[src/rtl/store_unit.sv]
// store_unit: narrows a register value to byte/half/word lanes and
// performs a request/acknowledge write with AdES and bus-error detection.
module store_unit #(
    parameter int TIMEOUT_CYC = 16
) (
    input  logic        clk,
    input  logic        rst_n,
    input  logic        st_valid,
    output logic        st_ready,
    input  logic [31:0] st_addr,
    input  logic [31:0] st_data,
    input  logic [1:0]  st_size,
    output logic        st_done,
    output logic        mem_req,
    output logic [31:0] mem_addr,
    output logic [31:0] mem_wdata,
    output logic [3:0]  mem_be,
    input  logic        mem_ack,
    output logic        exc_valid,
    output logic [1:0]  exc_code,
    output logic [31:0] exc_badvaddr
);

    typedef enum logic [1:0] {
        S_IDLE,
        S_REQ,
        S_RESP
    } state_t;

    localparam logic [15:0] LP_LAST = 16'(TIMEOUT_CYC - 1);
    localparam logic [1:0]  LP_ADES = 2'b01;
    localparam logic [1:0]  LP_BUSE = 2'b10;

    state_t      r_state;
    logic [15:0] r_cnt;
    logic [31:0] r_baddr;
    logic        r_done;
    logic        r_req;
    logic [31:0] r_addr;
    logic [31:0] r_wdata;
    logic [3:0]  r_be;
    logic        r_exc_valid;
    logic [1:0]  r_exc_code;
    logic [31:0] r_exc_badvaddr;

    logic        w_hs;
    logic        w_bad;
    logic [31:0] w_wdata;
    logic [3:0]  w_be;

    assign st_ready     = (r_state == S_IDLE);
    assign w_hs         = st_valid && st_ready;
    assign st_done      = r_done;
    assign mem_req      = r_req;
    assign mem_addr     = r_addr;
    assign mem_wdata    = r_wdata;
    assign mem_be       = r_be;
    assign exc_valid    = r_exc_valid;
    assign exc_code     = r_exc_code;
    assign exc_badvaddr = r_exc_badvaddr;

    // Lane replication, byte enables and alignment check for the offered store
    always_comb begin
        w_wdata = '0;
        w_be    = '0;
        w_bad   = 1'b0;
        case (st_size)
            2'b00: begin
                w_wdata = {4{st_data[7:0]}};
                w_be    = 4'b0001 << st_addr[1:0];
            end
            2'b01: begin
                w_wdata = {2{st_data[15:0]}};
                w_be    = st_addr[1] ? 4'b1100 : 4'b0011;
                w_bad   = st_addr[0];
            end
            2'b10: begin
                w_wdata = st_data;
                w_be    = 4'b1111;
                w_bad   = |st_addr[1:0];
            end
            default: w_bad = 1'b1;
        endcase
    end

    // Control FSM with registered memory-side and response outputs
    always_ff @(posedge clk or negedge rst_n) begin
        if (!rst_n) begin
            r_state        <= S_IDLE;
            r_cnt          <= '0;
            r_baddr        <= '0;
            r_done         <= 1'b0;
            r_req          <= 1'b0;
            r_addr         <= '0;
            r_wdata        <= '0;
            r_be           <= '0;
            r_exc_valid    <= 1'b0;
            r_exc_code     <= '0;
            r_exc_badvaddr <= '0;
        end else begin
            r_done      <= 1'b0;
            r_exc_valid <= 1'b0;
            r_exc_code  <= '0;
            case (r_state)
                S_IDLE: begin
                    if (w_hs) begin
                        if (w_bad) begin
                            r_state        <= S_RESP;
                            r_exc_valid    <= 1'b1;
                            r_exc_code     <= LP_ADES;
                            r_exc_badvaddr <= st_addr;
                        end else begin
                            r_state <= S_REQ;
                            r_req   <= 1'b1;
                            r_cnt   <= '0;
                            r_baddr <= st_addr;
                            r_addr  <= {st_addr[31:2], 2'b00};
                            r_wdata <= w_wdata;
                            r_be    <= w_be;
                        end
                    end
                end
                S_REQ: begin
                    if (mem_ack) begin
                        r_state <= S_RESP;
                        r_req   <= 1'b0;
                        r_wdata <= '0;
                        r_be    <= '0;
                        r_done  <= 1'b1;
                    end else if (r_cnt == LP_LAST) begin
                        r_state        <= S_RESP;
                        r_req          <= 1'b0;
                        r_wdata        <= '0;
                        r_be           <= '0;
                        r_exc_valid    <= 1'b1;
                        r_exc_code     <= LP_BUSE;
                        r_exc_badvaddr <= r_baddr;
                    end else begin
                        r_cnt <= r_cnt + 16'd1;
                    end
                end
                S_RESP: r_state <= S_IDLE;
                default: r_state <= S_IDLE;
            endcase
        end
    end

endmodule
[config.mk]
export PLATFORM = sky130hd
export DESIGN_NAME = store_unit
export DESIGN_NICKNAME = d
export VERILOG_FILES = /design/src/rtl/store_unit.sv
export SDC_FILE = /design/constraint.sdc
export NUM_CORES = 1
export LEC_CHECK = 0
export CORE_UTILIZATION = 50
export CTS_BUF_LIST = sky130_fd_sc_hd__clkbuf_4 sky130_fd_sc_hd__clkbuf_8
export CTS_CLUSTER_DIAMETER = 100
export DETAILED_ROUTE_END_ITERATION = 7
export PLACE_DENSITY_LB_ADDON = 0.1
export SYNTH_ARGS = -nofsm -noshare
export SYNTH_HDL_FRONTEND = slang
export SYNTH_SLANG_ARGS = --single-unit
[constraint.sdc]
create_clock -name clk -period 5.6 [get_ports clk]
set_clock_uncertainty 0.2 [all_clocks]
set_input_delay 1.4 -clock clk [delete_from_list [all_inputs] [get_ports clk]]
set_output_delay 1.4 -clock clk [all_outputs]
set_load 0.03 [all_outputs]
# Yosys cells after proc, flatten, opt, wreduce, memory -nomap -nowiden
# Index checks and enable logic that the tools add are counted.
# totals
reg_bits	153
input_bits	70
output_inout_bits	106
# classes
add_sub_neg	1
bitwise_logic	1
shift	1
n_mux	46
reduce_logical	10
eq_ne	11
# ops
cell	n
two-way mux 32 bit	8
one-hot mux 32 bit (2 select lines)	2
one-hot mux 32 bit (3 select lines)	1
two-way mux 16 bit	4
one-hot mux 16 bit (2 select lines)	1
two-way mux 4 bit	5
adder 16 x 1 -> 16 bit, second input constant	1
equality test 16 x 4 -> 1 bit, second input constant	1
two-way mux 1 bit	12
two-way mux 2 bit	6
one-hot mux 4 bit (3 select lines)	1
AND reduction 5 bit	2
inequality test 2 bit, second input constant	4
one-hot mux 2 bit (2 select lines)	2
one-hot mux 4 bit (2 select lines)	1
equality test 2 x 1 -> 1 bit, second input constant	2
zero test 2 bit	2
inequality test 2 x 1 -> 1 bit, second input constant	2
one-hot mux 1 bit (2 select lines)	2
AND reduction 4 bit	1
left shift 1 x 2 -> 4 bit, first input constant	1
inequality test 3 bit, second input constant	1
one-hot mux 1 bit (3 select lines)	1
AND reduction 3 bit	1
other kinds (6)	6

# Logic depth before layout (Yosys ltp)
# logic_depth
ltp_word	5
depth_mapped	7
depth_no_buf	5

# Least setup slack after synthesis
# OpenSTA, ideal clock, no wires.
# synth_path
path_kind	input to register
startpoint	in st_addr[0]
endpoint	reg r_baddr[10]
stages	7
setup_ps	125
path_slack_ps	2489
arrival_time_ps	2787
path_cell_list	buf_2 -> o21ai_1 -> a21oi_1 -> nand2b_1 -> buf_2 -> buf_4 -> mux2_2
# synth_via
elab_chain_cells	4
# synth_rtl
element	line_no	text
start, declared	10	input logic [31:0] st_addr,
OR reduction 2 bit	80	w_bad = |st_addr[1:0];
one-hot mux 1 bit (3 select lines) *	67	case (st_size)
NOT 1 bit (no line) *	-	
AND reduction 3 bit (no line) *	-	
end signal, assigned	116	r_baddr <= st_addr;
end, declared	36	logic [31:0] r_baddr;
# Mark *: on every way between the ends. The rest lies on a longest branch, timed or not.
# A chain may end at the register's enable or synchronous reset.

# Worst setup path in the final report
# layout_path
startpoint	in st_size[0]
endpoint	reg r_baddr[29]
# layout_via
elab_chain_cells	4
elab_cells_between_ends	6
classes_between	eq/ne (2); mux (1); bitwise (1); reduce/logical (2)
# layout_rtl
element	line_no	text
start, declared	12	input logic [1:0] st_size,
equality test 2 bit (tied with other cells)	67	
one-hot mux 1 bit (3 select lines) *	67	
NOT 1 bit (no line) *	-	
AND reduction 3 bit (no line) *	-	
# Marks and branches as above.

==> metrics.md <==
| Metric | Value |
|---|---|
| Most common cell after layout, fill and taps aside | clkdlybuf4s50_1 |
| Worst path required time | 5.74 ns |
| Vias in the first global route | 4908 |
| Reg clk slew, reported paths | 0.07 ns |
| Total number of vias | 4805 |
| Die H | 113.1 microns |
| First-pass iteration count of the detailed router | 4 |
| CTS sink cnt | 123 |
| Final Hold Fails | 0 |
| Global Route Usage Sum | 0.2511 |
| Final Util | 0.6848 |
| Post-synth cell types | 48 |
| Post-Route Setup TNS | 0 ns |
| Cell area power density | 574.5 nW/um^2 |
| Leakage Power | 3.643 nW |
| Worst hold path stage count | 1 |
| Clk root buf | clkbuf_8 |
| Reg-to-reg startpoint | r_cnt[12]$_DFFE_PN0P_ |
| # resized after CTS | 0 |
| Most frequent cells in the layout | clkdlybuf4s50_1, nand2_1, dfrtp_1 |
| Final instance area | 8225 sq um |
| Placed inst area | 7739 sq um |
| Total clock buffers created by CTS | 17 |
| Mapped Area | 6167 sq um |
| RePlAce Congestion | 0.8201 |
| Arrival @ worst endpoint | 3.89 ns |
| H-tree depth | 4 |
| RSZ-0062 raised after global routing | no |
| Share of layout cells above drive strength 1 | 0.1593 |
| Post-DRT Antenna Nets | 0 |
| Largest net degree at the start of global routing | 61 |
| Fin. max-slew vios | 0 |
| CTS tree | done |
| FFs w/ async S/R, synth | 1.000 |
| F_max | 266.8 MHz |
| RR Endpoint | exc_badvaddr[17]$_DFFE_PN0P_ |
| Final setup vio count | 0 |
| Clk Latency, worst-skew pair | 0.45 ns |
| Startpoint types | input pin |
| EDFF count, synth | 0 |
| FP Rows | 40 |
| Max IR drop VDD | 0.0003162 V |
| # DRC | 0 |
| Syn Area/Cell | 10.28 sq um |
| R2r setup slk | 2.70 ns |
| Initial drt markers | 283 |
| Total gr overflow | 0 |
| Status | complete, no violations |
| DR WL/cell | 17.01 microns |
| Antenna cell count | 0 |
| I/O pins | 176 |
| Worst Reg2Reg Path Length in Cells | 4 |
| Worst-path maximum fanout | 34 |
| Via/cell ratio | 5.375 |
| Worst hold start | mem_wdata[16]$_DFFE_PN0P_ |
| Ys Warns | 0 |
| DP Wirelength | 10350 microns |
| #FFs+latches synth | 123 |
| Top FF cell, synth | dfrtp_1 |
| Period minus WS final | 3.748 ns |
| I/O Buffers | 173 |
| Max Buffers Root-to-Sink | 2 |
| Register area share after synthesis | 0.4991 |
| Period utilization | 0.6693 |
| Worst min path class | reg -> reg |
| Mapped Cells | 600 |
| Nature of the critical path endpoint | flip-flop |
| MaxCap Viol Count | 0 |
| Number of hold buffers added after CTS | 0 |
| Worst slew pin tran | 1.132 ns |
| Relative slew margins | 0.2427 |
| Die area | 12780 sq um |
| Area Growth Syn to Fin | 33.37% |
| Die Wd | 113.1 microns |
| Core Area | 12010 sq um |
| Post-CTS setup repair buffer count | 0 |
| First-pass GRT wire length | 24760 microns |
| Post-Route WL | 15210 microns |
| Initial antenna violation count | 0 |
| Hold EP | mem_wdata[16]$_DFFE_PN0P_ |
| CP Class | in -> reg |
| Nets | 805 |
| Initial Util | 0.5134 |
-- how the worst max path moves through the flow --
stage                          start                      end  slack [ns]  cells after the start
after global routing      st_size[0]   r_baddr[1]$_DFFE_PN0P_        1.66                      6
after global placement    st_size[0]  r_baddr[22]$_DFFE_PN0P_        1.43                      6
after floorplan           st_addr[0]  r_baddr[10]$_DFFE_PN0P_        2.49                      7
final                     st_size[0]  r_baddr[29]$_DFFE_PN0P_        1.85                      6
after detailed placement  st_size[0]  r_baddr[29]$_DFFE_PN0P_        1.38                      6
after CTS                 st_size[0]  r_baddr[29]$_DFFE_PN0P_        1.85                      6
-- synthesized netlist by cell type (4+ instances only) --
library cell	number	share of area
a21o_1	16	0.019
a21oi_1	35	0.028
buf_1	4	0.0024
buf_2	4	0.0032
buf_4	39	0.047
clkbuf_1	15	0.0091
dfrtp_1	123	0.50
inv_1	20	0.012
mux2_1	18	0.033
mux2_2	70	0.13
mux2i_1	16	0.026
nand2_1	144	0.088
nand2b_1	11	0.011
nand3_1	4	0.0032
nor2_1	12	0.0073
nor2b_1	4	0.0041
o21ai_0	12	0.0097
or3_1	4	0.0041
-- sequential cells by signal, indices dropped and copies added, names as in the netlist --
signal / flops
mem_req: 1
st_done: 1
exc_valid: 1
r_cnt: 16
r_state: 2
exc_badvaddr: 32
mem_wdata: 32
mem_be: 4
exc_code: 2
r_baddr: 32
-- stage by stage --
stage               total power [W]  std cells  setup slack, ns  hold slack (ns)
floorplan                  0.002954        601            2.489           0.2792
global placement           0.003732        862            1.428           0.2687
detailed placement         0.003781        862            1.379           0.2737
finish                     0.004726        894            1.852           0.2839
CTS                        0.004760        894            1.847           0.2895
global route               0.004944        894            1.662           0.3015
-- cells by family (layout without fill, tap and decap cells) --
group / after synthesis / after routing / share of synthesized area
buffers and inverters: 86 / 232 / 0.08074
XOR/XNOR: 2 / 2 / 0.002841
flip-flops: 123 / 123 / 0.4991
adder cells (fa/ha/maj): 1 / 1 / 0.002028
AND/OR/NAND/NOR: 203 / 203 / 0.1485
AO/OA/AOI/OAI: 80 / 80 / 0.07953
other: 1 / 2 / 0.0006081
multiplexers: 104 / 104 / 0.1866
-- cell type report --
type	count	area, sq um
Timing Repair Buffer	180	1782
Fill cell	947	3786
Inverter	20	75.07
Sequential cell	123	3078
Clock buffer	20	269.0
Multi-Input combinational cell	392	2620
Clock inverter	12	217.7
Tap cell	147	183.9
-- critical path: stages --
cell             delay, ns
clkdlybuf4s50_1       0.46
buf_4                 0.25
inv_1                 0.12
a21oi_1               0.41
nand2b_2              0.79
mux2_2                0.42
-- where the power goes --
part	total [W]	internal, W	switching, W
sequential	0.00151	0.00127	0.000244
clock	0.000970	0.000601	0.000369
combinational	0.00224	0.000995	0.00125
total	0.00473	0.00286	0.00186
-- metal layers --
metal  track usage  routed length, microns  up-vias
met5             0                       0        -
met4        0.1044                     339        0
met3       0.07659                    1029       27
met2        0.4184                    7502      164
met1        0.3039                    6335     2357
li1              -                       -     2257
No activity file was read; power rests on OpenSTA's default activity.
